## config.mk

```make
export PLATFORM = sky130hd
export DESIGN_NAME = exe_muldiv_unit
export DESIGN_NICKNAME = d
export VERILOG_FILES = /design/src/rtl/exe_muldiv_unit.sv
export SDC_FILE = /design/constraint.sdc
export NUM_CORES = 1
export LEC_CHECK = 0
export CORE_MARGIN = 2
export CORE_UTILIZATION = 44
export DETAILED_ROUTE_END_ITERATION = 7
export HOLD_SLACK_MARGIN = 0.12
export PLACE_DENSITY = 0.62
export SLEW_MARGIN = 0
export SYNTH_ARGS = -nofsm -noshare
export SYNTH_HDL_FRONTEND = slang
export SYNTH_SLANG_ARGS = --single-unit
```

## constraint.sdc

```tcl
create_clock -name clk_i -period 3.6 [get_ports clk_i]
set_input_delay 0.36 -clock clk_i [delete_from_list [all_inputs] [get_ports clk_i]]
set_output_delay 0.36 -clock clk_i [all_outputs]
set_load 0.005 [all_outputs]
```

## src/rtl/exe_muldiv_unit.sv

```systemverilog
// Iterative RV32M multiply/divide unit: one radix-2 step per cycle, fixed
// 33-cycle latency from acceptance to a single registered write-back pulse.
module exe_muldiv_unit (
  input  logic        clk_i,
  input  logic        rsn_i,
  input  logic        dec_valid_i,
  input  logic [2:0]  dec_funct3_i,
  input  logic [31:0] dec_rs1_data_i,
  input  logic [31:0] dec_rs2_data_i,
  input  logic [4:0]  dec_write_addr_i,
  input  logic [31:0] dec_instruction_i,
  input  logic [31:0] dec_pc_i,
  input  logic        flush_i,
  output logic        busy_o,
  output logic [31:0] exe_int_write_data_o,
  output logic [4:0]  exe_write_addr_o,
  output logic        exe_int_write_enable_o,
  output logic [31:0] exe_instruction_o,
  output logic [31:0] exe_pc_o
);

  localparam int XLEN    = 32;
  localparam int LATENCY = 33;  // E0 accept, E1..E32 steps, E33 write-back
  localparam int STEPS   = LATENCY - 1;

  typedef enum logic [1:0] {IDLE, CALC, DONE} state_t;

  typedef struct packed {
    logic [2:0]      funct3;
    logic [XLEN-1:0] rs1;
    logic [XLEN-1:0] rs2;
    logic [4:0]      addr;
    logic [31:0]     instr;
    logic [31:0]     pc;
  } req_t;

  state_t            state_q, state_d;
  logic [4:0]        cnt_q;
  req_t              req_q;
  logic [2*XLEN-1:0] acc_q;     // mul: {product hi, multiplier/lo}; div: {rem, quotient}
  logic [XLEN-1:0]   mb_q;      // multiplicand or divisor magnitude
  logic              neg_q;     // product / quotient sign
  logic              neg_rem_q; // remainder sign (dividend sign)

  logic accept;
  assign accept = (state_q == IDLE) && dec_valid_i && !flush_i;
  assign busy_o = (state_q != IDLE);

  always_comb begin
    state_d = state_q;
    case (state_q)
      IDLE:    if (accept) state_d = CALC;
      CALC:    if (flush_i) state_d = IDLE;
               else if (cnt_q == 5'(STEPS - 1)) state_d = DONE;
      DONE:    state_d = IDLE;
      default: state_d = IDLE;
    endcase
  end

  // Operand conditioning at acceptance
  logic            in_div, a_signed, b_signed, sa, sb;
  logic [XLEN-1:0] mag_a, mag_b;

  always_comb begin
    in_div   = dec_funct3_i[2];
    a_signed = in_div ? !dec_funct3_i[0] : (dec_funct3_i[1:0] != 2'b11);
    b_signed = in_div ? !dec_funct3_i[0] : !dec_funct3_i[1];
    sa       = a_signed && dec_rs1_data_i[XLEN-1];
    sb       = b_signed && dec_rs2_data_i[XLEN-1];
    mag_a    = sa ? (~dec_rs1_data_i + 1'b1) : dec_rs1_data_i;
    mag_b    = sb ? (~dec_rs2_data_i + 1'b1) : dec_rs2_data_i;
  end

  // One iteration of shift-add multiply or restoring divide
  logic              is_div;
  logic [XLEN:0]     mul_sum;
  logic [XLEN:0]     div_sh;
  logic [XLEN+1:0]   div_diff;
  logic [2*XLEN-1:0] acc_step;

  always_comb begin
    is_div   = req_q.funct3[2];
    mul_sum  = {1'b0, acc_q[2*XLEN-1:XLEN]} + (acc_q[0] ? {1'b0, mb_q} : '0);
    div_sh   = {acc_q[2*XLEN-1:XLEN], acc_q[XLEN-1]};
    div_diff = {1'b0, div_sh} - {2'b00, mb_q};
    if (!is_div)
      acc_step = {mul_sum, acc_q[XLEN-1:1]};
    else if (!div_diff[XLEN+1])
      acc_step = {div_diff[XLEN-1:0], acc_q[XLEN-2:0], 1'b1};
    else
      acc_step = {div_sh[XLEN-1:0], acc_q[XLEN-2:0], 1'b0};
  end

  // Sign fix-up and architectural special cases
  logic [2*XLEN-1:0] prod;
  logic [XLEN-1:0]   quot, rem, result;
  logic              div0, ovf;

  always_comb begin
    prod = neg_q ? (~acc_q + 1'b1) : acc_q;
    quot = neg_q ? (~acc_q[XLEN-1:0] + 1'b1) : acc_q[XLEN-1:0];
    rem  = neg_rem_q ? (~acc_q[2*XLEN-1:XLEN] + 1'b1) : acc_q[2*XLEN-1:XLEN];
    div0 = (req_q.rs2 == '0);
    ovf  = !req_q.funct3[0] && (req_q.rs1 == {1'b1, {(XLEN-1){1'b0}}}) &&
           (req_q.rs2 == '1);
    case (req_q.funct3)
      3'b000:         result = prod[XLEN-1:0];
      3'b001, 3'b010,
      3'b011:         result = prod[2*XLEN-1:XLEN];
      3'b100, 3'b101: result = div0 ? '1 : (ovf ? req_q.rs1 : quot);
      default:        result = div0 ? req_q.rs1 : (ovf ? '0 : rem);
    endcase
  end

  always_ff @(posedge clk_i or negedge rsn_i) begin
    if (!rsn_i) begin
      state_q   <= IDLE;
      cnt_q     <= '0;
      req_q     <= '0;
      acc_q     <= '0;
      mb_q      <= '0;
      neg_q     <= 1'b0;
      neg_rem_q <= 1'b0;
    end else begin
      state_q <= state_d;
      if (accept) begin
        req_q     <= '{funct3: dec_funct3_i, rs1: dec_rs1_data_i, rs2: dec_rs2_data_i,
                       addr: dec_write_addr_i, instr: dec_instruction_i, pc: dec_pc_i};
        cnt_q     <= '0;
        acc_q     <= {{XLEN{1'b0}}, mag_a};
        mb_q      <= mag_b;
        neg_q     <= sa ^ sb;
        neg_rem_q <= sa;
      end else if (state_q == CALC && !flush_i) begin
        cnt_q <= cnt_q + 5'd1;
        acc_q <= acc_step;
      end
    end
  end

  // Output registers hold between pulses; only the enable self-clears
  always_ff @(posedge clk_i or negedge rsn_i) begin
    if (!rsn_i) begin
      exe_int_write_data_o   <= '0;
      exe_write_addr_o       <= '0;
      exe_int_write_enable_o <= 1'b0;
      exe_instruction_o      <= '0;
      exe_pc_o               <= '0;
    end else begin
      exe_int_write_enable_o <= 1'b0;
      if (state_q == DONE && !flush_i) begin
        exe_int_write_data_o   <= result;
        exe_write_addr_o       <= req_q.addr;
        exe_int_write_enable_o <= (req_q.addr != 5'd0);
        exe_instruction_o      <= req_q.instr;
        exe_pc_o               <= req_q.pc;
      end
    end
  end

endmodule
```

==> impl_metrics.yaml, run 1 <==
status:
  status: "finished, final reports clean"
pwr:
  p_sw_share_pct: 39.0
  p_sw_w: 0.00650
  ir_worst_vdd_uv: 373
  powerDensity_mw_per_mm2: 623
  p_int_w: 0.0102
  p_comb_share_pct: 41.2
  power.leakage_nw: 12.3
  p_clk_share_pct: 28.5
  seq_power_share_pct: 30.3
clock_tree:
  cts_buffers: 42
  cts_root_buffer: "clkbuf_16"
  cts_tree: "yes"
  h-tree-depth: 2
  clock-sinks: 342
  worstSkewPairLatency_ps: 590
  clk_pin_slew_ps: 60
  cts.path.max_buffers: 3
cells_and_area:
  finalNetCount: 3131
  layout_common_cells: "nand2_1, dfrtp_1, clkdlybuf4s50_1"
  postLayoutCoreUtil_pct: 55.8
  area_growth_syn_to_layout_pct: 24.8
  fillers: 4372
  multi_input_area_sq_mm: 0.0121
  seqCellArea_sq_mm: 0.00856
  final_common_cell: "nand2_1"
  final_layout_size_suffix_gt1_share_pct: 8.71
setup_path:
  crit_fanout: 9
  start_kind: "flop"
  worstSetupEndpointType: "flop"
  worstPathArrival_ps: 3910
  required_ps: 4030
  reg2reg_slack_ps: 120
  reg2reg_depth: 10
  path_class: "flop to flop"
  r2r-start: "req_q[113]$_DFFE_PN0P_"
  rr_endpoint: "exe_int_write_data_o[0]$_DFFE_PN0P_"
yosys:
  avgSynthCellArea_sq_um: 8.03
  synth.cell_area_sq_mm: 0.0214
  synthDistinctLibCells: 82
  synthFlopType: "dfrtp_1"
  synth_nets: 2882
  yosysWarningCount: 0
  synth_cells: 2670
  synthArstFlopShare_pct: 100
  yosysSeqAreaShare_pct: 39.9
  ys_ff_latch: 342
  synth-edff-count: 0
min_path:
  min_from: "dec_pc_i[0]"
  worstHoldPathType: "primary input to flop"
  min_delay_path_depth: 3
  min_to: "req_q[0]$_DFFE_PN0P_"
timing:
  tightest_slew_ps: 859
  post-route-min-period_ps: 3480
  fin_ws_ps: 123
  finalSetupViolations: 0
  maxSlewViolCount: 0
  clock_skew_ps: 24.8
  final_hold_viol_count: 0
  clock.fmax_mhz: 288
  holdWs_ps: 304
  slew_headroom_pct: 42.7
  layout_worst_path_cycle_share_pct: 96.6
route:
  firstDrtPassIters: 6
  final_antenna_net_count: 0
  drt_wl_total_um: 76900
  route.detailed.drc: 0
  vias: 20700
  drt-vias-per-instance: 5.79
  wl_per_cell_um: 21.5
  drtIter0Drc: 1966
placed_design:
  gp_congestion: 1.02
  place_ws_ps: 36.3
  io_buffers: 242
  hpwl_um: 56500
die:
  ios: 243
  die-height_um: 225
  fp.dieArea_sq_mm: 0.0505
  chipWidth_um: 225
  rows: 80
  core_sq_mm: 0.0479
  start_util_pct: 44.7
run:
  drv_cap: 0
global_routing:
  grt_max_degree: 160
  grt.total_usage_pct: 30.0
  antenna_found_initial: 2
  grt_pass1_wl_um: 118000
  grt_pass1_vias: 20100
  grt-ovfl-total: 0
## critical path: stages (launching register included)
cell and delay [ps]:
dfrtp_1 500, nor2_1 500, nand3_1 140, nor4_1 410, buf_4 230, nand4_1 120
nor4_2 260, buf_4 250, a21oi_1 170, a221oi_1 610, o31ai_1 150
## cells by family after synthesis
family | count (synthesis) | share of synthesized area, %
AO/OA/AOI/OAI | 626 | 18.7
buffers and inverters | 228 | 4.15
AND/OR/NAND/NOR | 1178 | 23.6
flip-flops | 342 | 39.9
multiplexers | 34 | 1.62
adder cells (fa/ha/maj) | 72 | 4.27
XOR/XNOR | 190 | 7.76
## worst max path at each step
stage | end | start | cells after the start
final | exe_int_write_data_o[0]$_DFFE_PN0P_ | req_q[113]$_DFFE_PN0P_ | 10
after global routing | acc_q[59]$_DFFE_PN0P_ | acc_q[0]$_DFFE_PN0P_ | 12
after CTS | acc_q[41]$_DFFE_PN0P_ | mb_q[7]$_DFFE_PN0P_ | 13
after detailed placement | acc_q[41]$_DFFE_PN0P_ | mb_q[7]$_DFFE_PN0P_ | 13
after global placement | acc_q[41]$_DFFE_PN0P_ | mb_q[11]$_DFFE_PN0P_ | 13
after floorplan | acc_q[57]$_DFFE_PN0P_ | acc_q[39]$_DFFE_PN0P_ | 13
## metrics by stage
| stage | total power [W] | instances | TNS, ps | cell area [sq um] |
|---|---|---|---|---|
| after floorplan | 0.00936 | 2670 | 0 | 21400 |
| after global placement | 0.0117 | 3486 | 0 | 25100 |
| after detailed placement | 0.0118 | 3486 | 0 | 25100 |
| after CTS | 0.0166 | 3564 | 0 | 26700 |
| after global routing | 0.0176 | 3568 | -6.62 | 26800 |
| final | 0.0167 | 3569 | 0 | 26800 |
## synth_stat cells, types with 4 or more instances
cell,count,area [sq um]
nor2_1,145,544
a211oi_1,30,225
nand2_1,795,2980
buf_6,4,45.0
o31a_1,6,52.6
a221oi_1,25,219
o41ai_1,15,131
o21ai_0,191,956
or2_2,8,50.1
a2111oi_0,5,43.8
dfrtp_1,342,8560
o31ai_1,44,330
a211o_1,4,35.0
xnor2_1,96,841
buf_1,13,48.8
o211ai_1,28,210
nand4_1,18,113
o21bai_1,7,52.6
o211a_1,4,40.0
or4_1,16,120
nand3_1,22,110
and3_1,13,81.3
nor4_1,28,175
inv_1,55,206
a32o_1,5,50.1
nor2b_1,19,119
ha_1,70,876
clkbuf_1,151,567
a21oi_1,152,761
nor3_1,39,195
o221a_2,5,56.3
a22o_1,5,43.8
mux2i_1,29,290
o21a_1,11,82.6
nand2b_1,16,100
or3_1,19,119
and2_1,12,75.1
a21o_1,26,195
mux2_2,5,56.3
a22oi_1,7,52.6
a31oi_1,12,75.1
xor2_1,94,823
nand3b_1,4,30.0
o22ai_1,5,31.3
o221ai_1,10,87.6
## power groups by stage
stage / Sequential (W) / Clock (W) / Combinational, W
finish: 0.00506 / 0.00475 / 0.00687
global route: 0.00512 / 0.00499 / 0.00747
CTS: 0.00503 / 0.00483 / 0.00671
floorplan: 0.00483 / 0 / 0.00453
global placement: 0.00508 / 0 / 0.00662
detailed placement: 0.00509 / 0 / 0.00667
## metal layers
layer	vias up	part of all wire (%)	global-route usage (%)
met5	-	0	0
met4	0	4.2	11.7
met3	176	6.7	4.59
met2	791	47	48.1
met1	9977	43	40.8
li1	9720	-	-
## flip-flops by register name, summed over array words and instances (netlist names), 2 cells and up
signal	cells
cnt_q	5
req_q	135
exe_instruction_o	32
exe_pc_o	32
exe_write_addr_o	5
state_q	2
mb_q	31
exe_int_write_data_o	32
acc_q	64
## what timing repair did
item,4_1_cts,5_1_grt
resized for setup,0,19
endpoints found under the setup margin,0,37
buffers inserted,0,2
endpoints found under the hold margin,89,0
hold buffers,1,0
## layout make-up
type / instances / area share [%]
Antenna cell: 2 / 0.0187
Clock buffer: 61 / 4.61
Clock inverter: 16 / 1.15
Inverter: 57 / 0.814
Multi-Input combinational cell: 2100 / 45.2
Sequential cell: 342 / 32.0
Tap cell: 615 / 2.88
Timing Repair Buffer: 375 / 13.3
Timing Repair inverter: 1 / 0.0281
No activity file was read; power rests on OpenSTA's default activity.
==> run 2: changes to the inputs <==
- ABC_CLOCK_PERIOD_IN_PS: not set -> 3600
==> results of run 2 <==
No change in the layout: final DEF, timing and power equal those of run 1.
